### config.mk
export PLATFORM = sky130hd
export DESIGN_NAME = alu_seq_unit
export DESIGN_NICKNAME = d
export VERILOG_FILES = /design/src/rtl/alu_seq_unit.sv
export SDC_FILE = /design/constraint.sdc
export NUM_CORES = 1
export LEC_CHECK = 0
export CAP_MARGIN = 20
export CORE_ASPECT_RATIO = 1.25
export CORE_MARGIN = 5
export CORE_UTILIZATION = 35
export DETAILED_ROUTE_END_ITERATION = 6
export MAX_ROUTING_LAYER = met4
export PLACE_DENSITY_LB_ADDON = 0.3
export SETUP_SLACK_MARGIN = 0.4
export SLEW_MARGIN = 20
export SYNTH_ARGS = -nofsm -noshare
export SYNTH_HDL_FRONTEND = slang
export SYNTH_SLANG_ARGS = --single-unit
### constraint.sdc
create_clock -name Clock -period 5.3 [get_ports Clock]
set_clock_uncertainty 0.2 [all_clocks]
set_input_delay 1.06 -clock Clock [delete_from_list [all_inputs] [get_ports Clock]]
set_output_delay 1.06 -clock Clock [all_outputs]
set_load 0.005 [all_outputs]
### src/rtl/alu_seq_unit.sv
// WIDTH-bit ALU with registered results over a valid/ready handshake.
// Single-cycle logic/arith/shift ops, plus iterative unsigned multiply and restoring divide.
`timescale 1ns/1ps
module alu_seq_unit #(
    parameter int WIDTH = 16,
    parameter int SHW   = 4
) (
    input  logic             Clock,
    input  logic             Reset,
    input  logic             InValid,
    output logic             InReady,
    input  logic [WIDTH-1:0] A,
    input  logic [WIDTH-1:0] B,
    input  logic [3:0]       ALUOp,
    output logic             OutValid,
    input  logic             OutReady,
    output logic [WIDTH-1:0] Result,
    output logic [WIDTH-1:0] Hi,
    output logic             Zero,
    output logic             Overflow,
    output logic             CarryOut
);

    typedef enum logic [1:0] {IDLE, BUSY, DONE} state_t;

    localparam logic [3:0] OP_AND  = 4'd0;
    localparam logic [3:0] OP_OR   = 4'd1;
    localparam logic [3:0] OP_ADD  = 4'd2;
    localparam logic [3:0] OP_SUB  = 4'd3;
    localparam logic [3:0] OP_SLT  = 4'd4;
    localparam logic [3:0] OP_XOR  = 4'd5;
    localparam logic [3:0] OP_NOR  = 4'd6;
    localparam logic [3:0] OP_SLL  = 4'd7;
    localparam logic [3:0] OP_SRL  = 4'd8;
    localparam logic [3:0] OP_SRA  = 4'd9;
    localparam logic [3:0] OP_MULU = 4'd10;
    localparam logic [3:0] OP_DIVU = 4'd11;
    localparam logic [SHW-1:0] CNT_LAST = SHW'(WIDTH - 1);

    state_t           state_q, state_d;
    logic [SHW-1:0]   cnt_q, cnt_d;
    logic [WIDTH-1:0] work_hi_q, work_hi_d;
    logic [WIDTH-1:0] work_lo_q, work_lo_d;
    logic [WIDTH-1:0] opnd_q, opnd_d;
    logic             is_div_q, is_div_d;
    logic [WIDTH-1:0] result_q, result_d;
    logic [WIDTH-1:0] hi_q, hi_d;
    logic             zero_q, zero_d;
    logic             ovf_q, ovf_d;
    logic             cout_q, cout_d;

    logic [WIDTH:0]   add_sum, sub_sum;
    logic [SHW-1:0]   shamt;
    logic [WIDTH-1:0] alu_result;
    logic             alu_ovf, alu_cout, alu_known;

    logic [WIDTH:0]   mul_sum;
    logic [WIDTH:0]   div_shift;
    logic [WIDTH-1:0] div_sub;
    logic             div_ge;
    logic [WIDTH-1:0] iter_hi, iter_lo;
    logic             start_op;

    assign InReady  = (state_q == IDLE) || ((state_q == DONE) && OutReady);
    assign OutValid = (state_q == DONE);
    assign Result   = result_q;
    assign Hi       = hi_q;
    assign Zero     = zero_q;
    assign Overflow = ovf_q;
    assign CarryOut = cout_q;

    // Single-cycle datapath; SUB is A + ~B + 1 so its carry means "no borrow".
    always_comb begin
        add_sum    = {1'b0, A} + {1'b0, B};
        sub_sum    = {1'b0, A} + {1'b0, ~B} + (WIDTH+1)'(1);
        shamt      = B[SHW-1:0];
        alu_result = '0;
        alu_ovf    = 1'b0;
        alu_cout   = 1'b0;
        alu_known  = 1'b1;
        case (ALUOp)
            OP_AND:  alu_result = A & B;
            OP_OR:   alu_result = A | B;
            OP_ADD: begin
                alu_result = add_sum[WIDTH-1:0];
                alu_cout   = add_sum[WIDTH];
                alu_ovf    = (A[WIDTH-1] == B[WIDTH-1]) && (add_sum[WIDTH-1] != A[WIDTH-1]);
            end
            OP_SUB: begin
                alu_result = sub_sum[WIDTH-1:0];
                alu_cout   = sub_sum[WIDTH];
                alu_ovf    = (A[WIDTH-1] != B[WIDTH-1]) && (sub_sum[WIDTH-1] != A[WIDTH-1]);
            end
            OP_SLT:  alu_result = {{(WIDTH-1){1'b0}}, ($signed(A) < $signed(B))};
            OP_XOR:  alu_result = A ^ B;
            OP_NOR:  alu_result = ~(A | B);
            OP_SLL:  alu_result = A << shamt;
            OP_SRL:  alu_result = A >> shamt;
            OP_SRA:  alu_result = WIDTH'($signed(A) >>> shamt);
            default: alu_known  = 1'b0;
        endcase
    end

    // One multiply or divide step; both keep {remainder/high, quotient/low} in the work pair.
    always_comb begin
        mul_sum   = {1'b0, work_hi_q} + (work_lo_q[0] ? {1'b0, opnd_q} : '0);
        div_shift = {work_hi_q, work_lo_q[WIDTH-1]};
        div_ge    = (div_shift >= {1'b0, opnd_q});
        div_sub   = div_shift[WIDTH-1:0] - opnd_q;
        if (is_div_q) begin
            iter_hi = div_ge ? div_sub : div_shift[WIDTH-1:0];
            iter_lo = {work_lo_q[WIDTH-2:0], div_ge};
        end else begin
            iter_hi = mul_sum[WIDTH:1];
            iter_lo = {mul_sum[0], work_lo_q[WIDTH-1:1]};
        end
    end

    always_comb begin
        state_d   = state_q;
        cnt_d     = cnt_q;
        work_hi_d = work_hi_q;
        work_lo_d = work_lo_q;
        opnd_d    = opnd_q;
        is_div_d  = is_div_q;
        result_d  = result_q;
        hi_d      = hi_q;
        zero_d    = zero_q;
        ovf_d     = ovf_q;
        cout_d    = cout_q;
        start_op  = 1'b0;
        case (state_q)
            IDLE: start_op = InValid;
            BUSY: begin
                work_hi_d = iter_hi;
                work_lo_d = iter_lo;
                cnt_d     = cnt_q + SHW'(1);
                if (cnt_q == CNT_LAST) begin
                    state_d  = DONE;
                    result_d = iter_lo;
                    hi_d     = iter_hi;
                    zero_d   = (iter_lo == '0);
                    ovf_d    = is_div_q && (opnd_q == '0);
                    cout_d   = 1'b0;
                end
            end
            DONE: begin
                if (OutReady) begin
                    state_d  = IDLE;
                    start_op = InValid;
                end
            end
            default: state_d = IDLE;
        endcase
        // A back-to-back accept from DONE takes the same path as one from IDLE.
        if (start_op) begin
            if ((ALUOp == OP_MULU) || (ALUOp == OP_DIVU)) begin
                state_d   = BUSY;
                cnt_d     = '0;
                is_div_d  = (ALUOp == OP_DIVU);
                work_hi_d = '0;
                work_lo_d = (ALUOp == OP_DIVU) ? A : B;
                opnd_d    = (ALUOp == OP_DIVU) ? B : A;
            end else begin
                state_d  = DONE;
                result_d = alu_result;
                hi_d     = '0;
                zero_d   = alu_known && (alu_result == '0);
                ovf_d    = alu_ovf;
                cout_d   = alu_cout;
            end
        end
    end

    always_ff @(posedge Clock) begin
        if (Reset) begin
            state_q   <= IDLE;
            cnt_q     <= '0;
            work_hi_q <= '0;
            work_lo_q <= '0;
            opnd_q    <= '0;
            is_div_q  <= 1'b0;
            result_q  <= '0;
            hi_q      <= '0;
            zero_q    <= 1'b0;
            ovf_q     <= 1'b0;
            cout_q    <= 1'b0;
        end else begin
            state_q   <= state_d;
            cnt_q     <= cnt_d;
            work_hi_q <= work_hi_d;
            work_lo_q <= work_lo_d;
            opnd_q    <= opnd_d;
            is_div_q  <= is_div_d;
            result_q  <= result_d;
            hi_q      <= hi_d;
            zero_q    <= zero_d;
            ovf_q     <= ovf_d;
            cout_q    <= cout_d;
        end
    end

endmodule

======== After elaboration in Yosys (flattened, before gate mapping) ========
Cells that the tools add are included.
operators by class
  $add $sub $neg .......................... 6
  magnitude comparators ................... 2
  equal/unequal tests ..................... 21
  shift-type cells ........................ 3
  mux-type cells .......................... 46
  bitwise logic cells ..................... 5
  reductions and logical operators ........ 15
operators by type and width
  cell                                            number
  two-way mux 16 bit                              20
  case mux 16 bit (10 select lines)               1
  adder 16 x 16 -> 17 bit                         3
  logical NOT 16 bit                              3
  inverter 16 bit                                 2
  == test 4 bit (second input constant)           5
  adder 17 x 1 -> 17 bit (second input constant)  1
  greater-or-equal comparator 17 x 16 -> 1 bit    1
  AND 16 bit                                      1
  == test 4 x 3 -> 1 bit (second input constant)  4
  less-than comparator 16 bit                     1
  bitwise OR 16 bit                               1
  << shifter 16 x 4 -> 16 bit                     1
  >> shifter 16 x 4 -> 16 bit                     1
  >>> shifter 16 x 4 -> 16 bit                    1
  subtractor 16 bit                               1
  bitwise XOR 16 bit                              1
  two-way mux 1 bit                               14
  two-way mux 4 bit                               3
  OR reduction 10 bit                             1
  == test 4 x 2 -> 1 bit (second input constant)  2
  two-way mux 2 bit                               4
  case mux 1 bit (2 select lines)                 3
  case mux 2 bit (3 select lines)                 1
  15 further kinds                                22
word-level totals
  bits in registers ....................... 90
  bits of input ports ..................... 40
  output and inout bits ................... 37
  logic and storage cells ................. 109

======== Logic depth before layout (Yosys ltp) ========
  depth in word-level cells ............... 8
  mapped depth ............................ 15
  mapped depth without buffers ............ 14

======== Worst setup path before layout ========
Ideal clock, no wire load.
  path kind ............................... input to register
  from .................................... input B[2]
  to ...................................... register zero_q (netlist: Zero)
  setup time .............................. 60 ps
  data arrival time ....................... 3933 ps
  data required time ...................... 5040 ps
  path slack .............................. 1107 ps
  cell stages on the path ................. 14
  path buffers ............................ 2
  path through ............................ buf_2 -> inv_1 -> clkbuf_1 -> ha_1 -> o21bai_1 -> a21oi_1 -> xor2_1 -> a22o_1 -> or4_4 -> nor4_2 -> nand4_1 -> nor4_1 -> and4_1 -> a221o_1
on the way
  longest elaborated chain between the ends .. 8
  elaborated cells on any way between the ends .. 17
  those cells by class .................... 3 x add/sub; 1 x order compare; 3 x shift; 3 x mux; 5 x bitwise; 2 x reduce/logical
RTL lines
  item                                 RTL line  RTL
  start, declared                      13        input logic [WIDTH-1:0] B,
  inverter 16 bit                      75        sub_sum = {1'b0, A} + {1'b0, ~B} + (WIDTH+1)'(1);
  adder 16 x 16 -> 17 bit              75
  adder 17 x 1 -> 17 bit               75
  case mux 16 bit (10 select lines) *  81        case (ALUOp)
  logical NOT 16 bit *                 168       zero_d = alu_known && (alu_result == '0);
  logical AND 1 bit *                  168
  two-way mux 1 bit *                  157       if ((ALUOp == OP_MULU) || (ALUOp == OP_DIVU)) begin
  two-way mux 1 bit *                  156       if (start_op) begin
  end signal, assigned                 197       zero_q <= zero_d;
  end, declared                        48        logic zero_q, zero_d;
Mark *: on every way between the ends. The rest lies on a longest branch, timed or not.
A chain may end at the register's enable or synchronous reset.

======== Worst setup path in the final report ========
  from .................................... input B[12]
  to ...................................... register zero_q (netlist: Zero)
The elaborated chain is that of the path after synthesis.

==> flow_summary_export.csv <==
group,metric,value,unit
power,max-vdd-ir-drop,0.000148,V
cells_and_area,nets,1578,
drt,wire_per_inst,23.3,microns
floorplanning,start_util,0.354,
floorplanning,die_w,161,microns
cells_and_area,final_util,0.411,
drt,first_pass_iters,5,
logic_synthesis,syn_inst,1390,
logic_synthesis,ys_seq_area_frac,0.180,
placed_design,dp_slack,0.281,ns
worst_hold_path,min_path_cells,2,
floorplanning,num_rows,69,
timing,fmax,215,MHz
timing,finalSetupTns,0,ns
drt,drt-initial-drc-count,1135,
cells_and_area,layout_commonest_cell,"nand2_1",
clock_tree,cts.clk_slew.worst_paths,0.08,ns
logic_synthesis,synthArstFlopShare,0,
critical_path,r2r_cells,13,
logic_synthesis,synth-main-ff-cell,"dfxtp_1",
drt,drtAntennaViolNets,0,
global_route,grt_max_degree,52,
placed_design,io_buffers,76,
flow_run,drv_cap,0,
power,p_leak,4.67,nW
clock_tree,cts_setup_buffers,0,
global_route,grt.total_usage,0.259,
timing,fin_ws,0.640,ns
timing,hold_viol,0,
critical_path,r2r-start,"work_lo_q[0]",
timing,setup_viol,0,
timing,maxSlewViolCount,0,
critical_path,path_class,"input port to flop",
cells_and_area,areaGrowthSynthToFinish,16.2,%
clock_tree,clock_path_buffers,2,
logic_synthesis,yosys_warnings,0,
timing,rsz0062_at_grt,"false",
clock_tree,postCtsHoldBufs,0,
critical_path,worstPathArrival,4.77,ns
clock_tree,cts_made_buffers,9,
floorplanning,io_pins,77,
timing,slew_headroom,0.369,
worst_hold_path,min_path_type,"flop to flop",
clock_tree,cts_root_buf,"clkbuf_16",
critical_path,r2r-end,"work_hi_q[13]",
placed_design,dp_hpwl,33400,microns
cells_and_area,layout-drive-gt1-share,0.0944,
global_route,overflow,0,
timing,tightest_slew,0.946,ns
placed_design,post_dp_cell_area,11300,sq um
logic_synthesis,postSynthAreaPerCell,7.20,sq um
power,p_total,0.00216,W
logic_synthesis,synth_edf_count,0,
cells_and_area,fillers,3009,
drt,routed_wl,42100,microns
global_route,grt_busiest_layer,"met2",
logic_synthesis,syn_nets,1522,
critical_path,cp_max_fo,10,
logic_synthesis,synthesis.area,10000,sq um
clock_tree,cts_sinks,90,
clock_tree,worstSkewPairLatency,0.36,ns
run_status,outcome,"complete, no violations",
critical_path,required,5.41,ns
clock_tree,cts_tree,"done",
floorplanning,die_area,32100,sq um
logic_synthesis,synth-seq-cells,90,
global_route,antenna_found_initial,0,
critical_path,worstSetupStartpointType,"input port",
worst_hold_path,hp-start,"Hi[15]",
drt,vias,11000,
logic_synthesis,synth_cell_type_count,89,
global_route,use_met3,0.0274,
floorplanning,chipHeight,199,microns
floorplanning,coreArea,28300,sq um
drt,drc_errors,0,
timing,fin_crit_sh,0.879,
worst_hold_path,hold_end,"Hi[15]",
cells_and_area,antenna_cells,0,
clock_tree,htreeDepth,3,
global_route,grt_use_met1,0.282,
global_route,use_met2,0.445,
power,p_per_area,186,nW/um^2
drt,vias_per_cell,6.12,
critical_path,worst-r2r-setup-slack,1.28,ns
global_route,grt_pass1_wl,62600,microns
cells_and_area,final_area,11600,sq um
placed_design,gp_congestion,1.08,
global_route,first_global_vias,10600,
cells_and_area,layout_common_cells,"184 x nand2_1, 132 x nor2_1, 129 x a21oi_1, 89 x dfxtp_1, 88 x ha_1",
critical_path,end_kind,"flop",
timing,fin_crit,4.66,ns
[kinds of logic after synthesis]
logic type / share of synthesized area
compound gates: 0.281
xor+xnor: 0.0245
fa+ha+maj: 0.118
buf+inv: 0.0664
flops: 0.180
mux: 0.0837
simple gates: 0.247
[sequential cells by signal, summed over array words and instances, names as in the netlist]
name,count
state_q,2
work_lo_q,16
CarryOut,1
work_hi_q,16
Overflow,1
opnd_q,16
Result,16
cnt_q,4
is_div_q,1
Zero,1
Hi,16
[final cells by class]
class / instances / area [sq um] / share of cell area
Multi-Input combinational cell: 1134 / 7580 / 0.651
Sequential cell: 90 / 1800 / 0.155
Timing Repair Buffer: 138 / 1230 / 0.106
Tap cell: 355 / 444 / 0.0382
Inverter: 73 / 274 / 0.0236
Clock buffer: 9 / 225 / 0.0194
Clock inverter: 7 / 81.3 / 0.00699
[synthesized netlist by cell type, types with 12 or more instances]
cell type / n / area (sq um)
a22o_1: 13 / 114
o21ai_0: 86 / 430
mux2i_1: 40 / 400
a31oi_1: 16 / 100
nand2_1: 184 / 691
dfxtp_1: 90 / 1800
xnor2_1: 16 / 140
o21bai_1: 12 / 90.1
a211oi_1: 20 / 150
nand3_1: 35 / 175
nor2_1: 134 / 503
inv_1: 70 / 263
and2_1: 21 / 131
a21oi_1: 129 / 646
nand2b_1: 19 / 119
nor2b_1: 21 / 131
ha_1: 88 / 1100
nor3_1: 30 / 150
mux2_2: 13 / 146
xor2_1: 12 / 105
buf_2: 18 / 90.1
a311oi_1: 17 / 149
o221ai_1: 12 / 105
clkbuf_1: 65 / 244
nand4_1: 12 / 75.1
a21o_1: 14 / 105
[per-layer routing]
layer	vias to the layer above	share of wire
met5	-	0
met4	0	0.087
met3	153	0.063
met2	536	0.48
met1	5186	0.37
li1	5171	-
[where the power goes]
group | internal, W | total [W] | switching, W
sequential | 0.000693 | 0.000710 | 0.0000172
clock | 0.000337 | 0.000662 | 0.000324
combinational | 0.000305 | 0.000790 | 0.000485
[worst max-delay path: stages]
cell and delay [ns]:
clkdlybuf4s50_1 0.60, inv_1 0.09, ha_1 0.43, nor2_1 0.19, a211oi_1 0.10, o21ai_0 0.35, o2111ai_1 0.16, or4b_1 0.58
a31oi_1 0.38, nand4_1 0.15, nor4_1 0.29, and4_1 0.24, a221o_1 0.13
[worst max path at each step]
stage	slack [ns]	start	endpoint
2_1_floorplan	1.11	B[2]	Zero
3_3_place_gp	0.23	B[12]	Zero
3_5_place_dp	0.28	B[8]	Zero
4_1_cts	0.67	B[8]	Zero
5_1_grt	0.40	A[2]	Zero
6_report	0.64	B[12]	Zero
[metrics by stage]
stage | instances | hold slack, ns
final | 1806 | 0.250
after global routing | 1806 | 0.290
after CTS | 1806 | 0.259
after detailed placement | 1790 | 0.242
after global placement | 1790 | 0.235
after floorplan | 1390 | 0.249
[timing repair]
item | in CTS | in global routing
endpoints found under the setup margin | 0 | 2
resized for setup | 0 | 3
endpoints found under the hold margin | 0 | 0
Power figures use the tool's default switching activity.
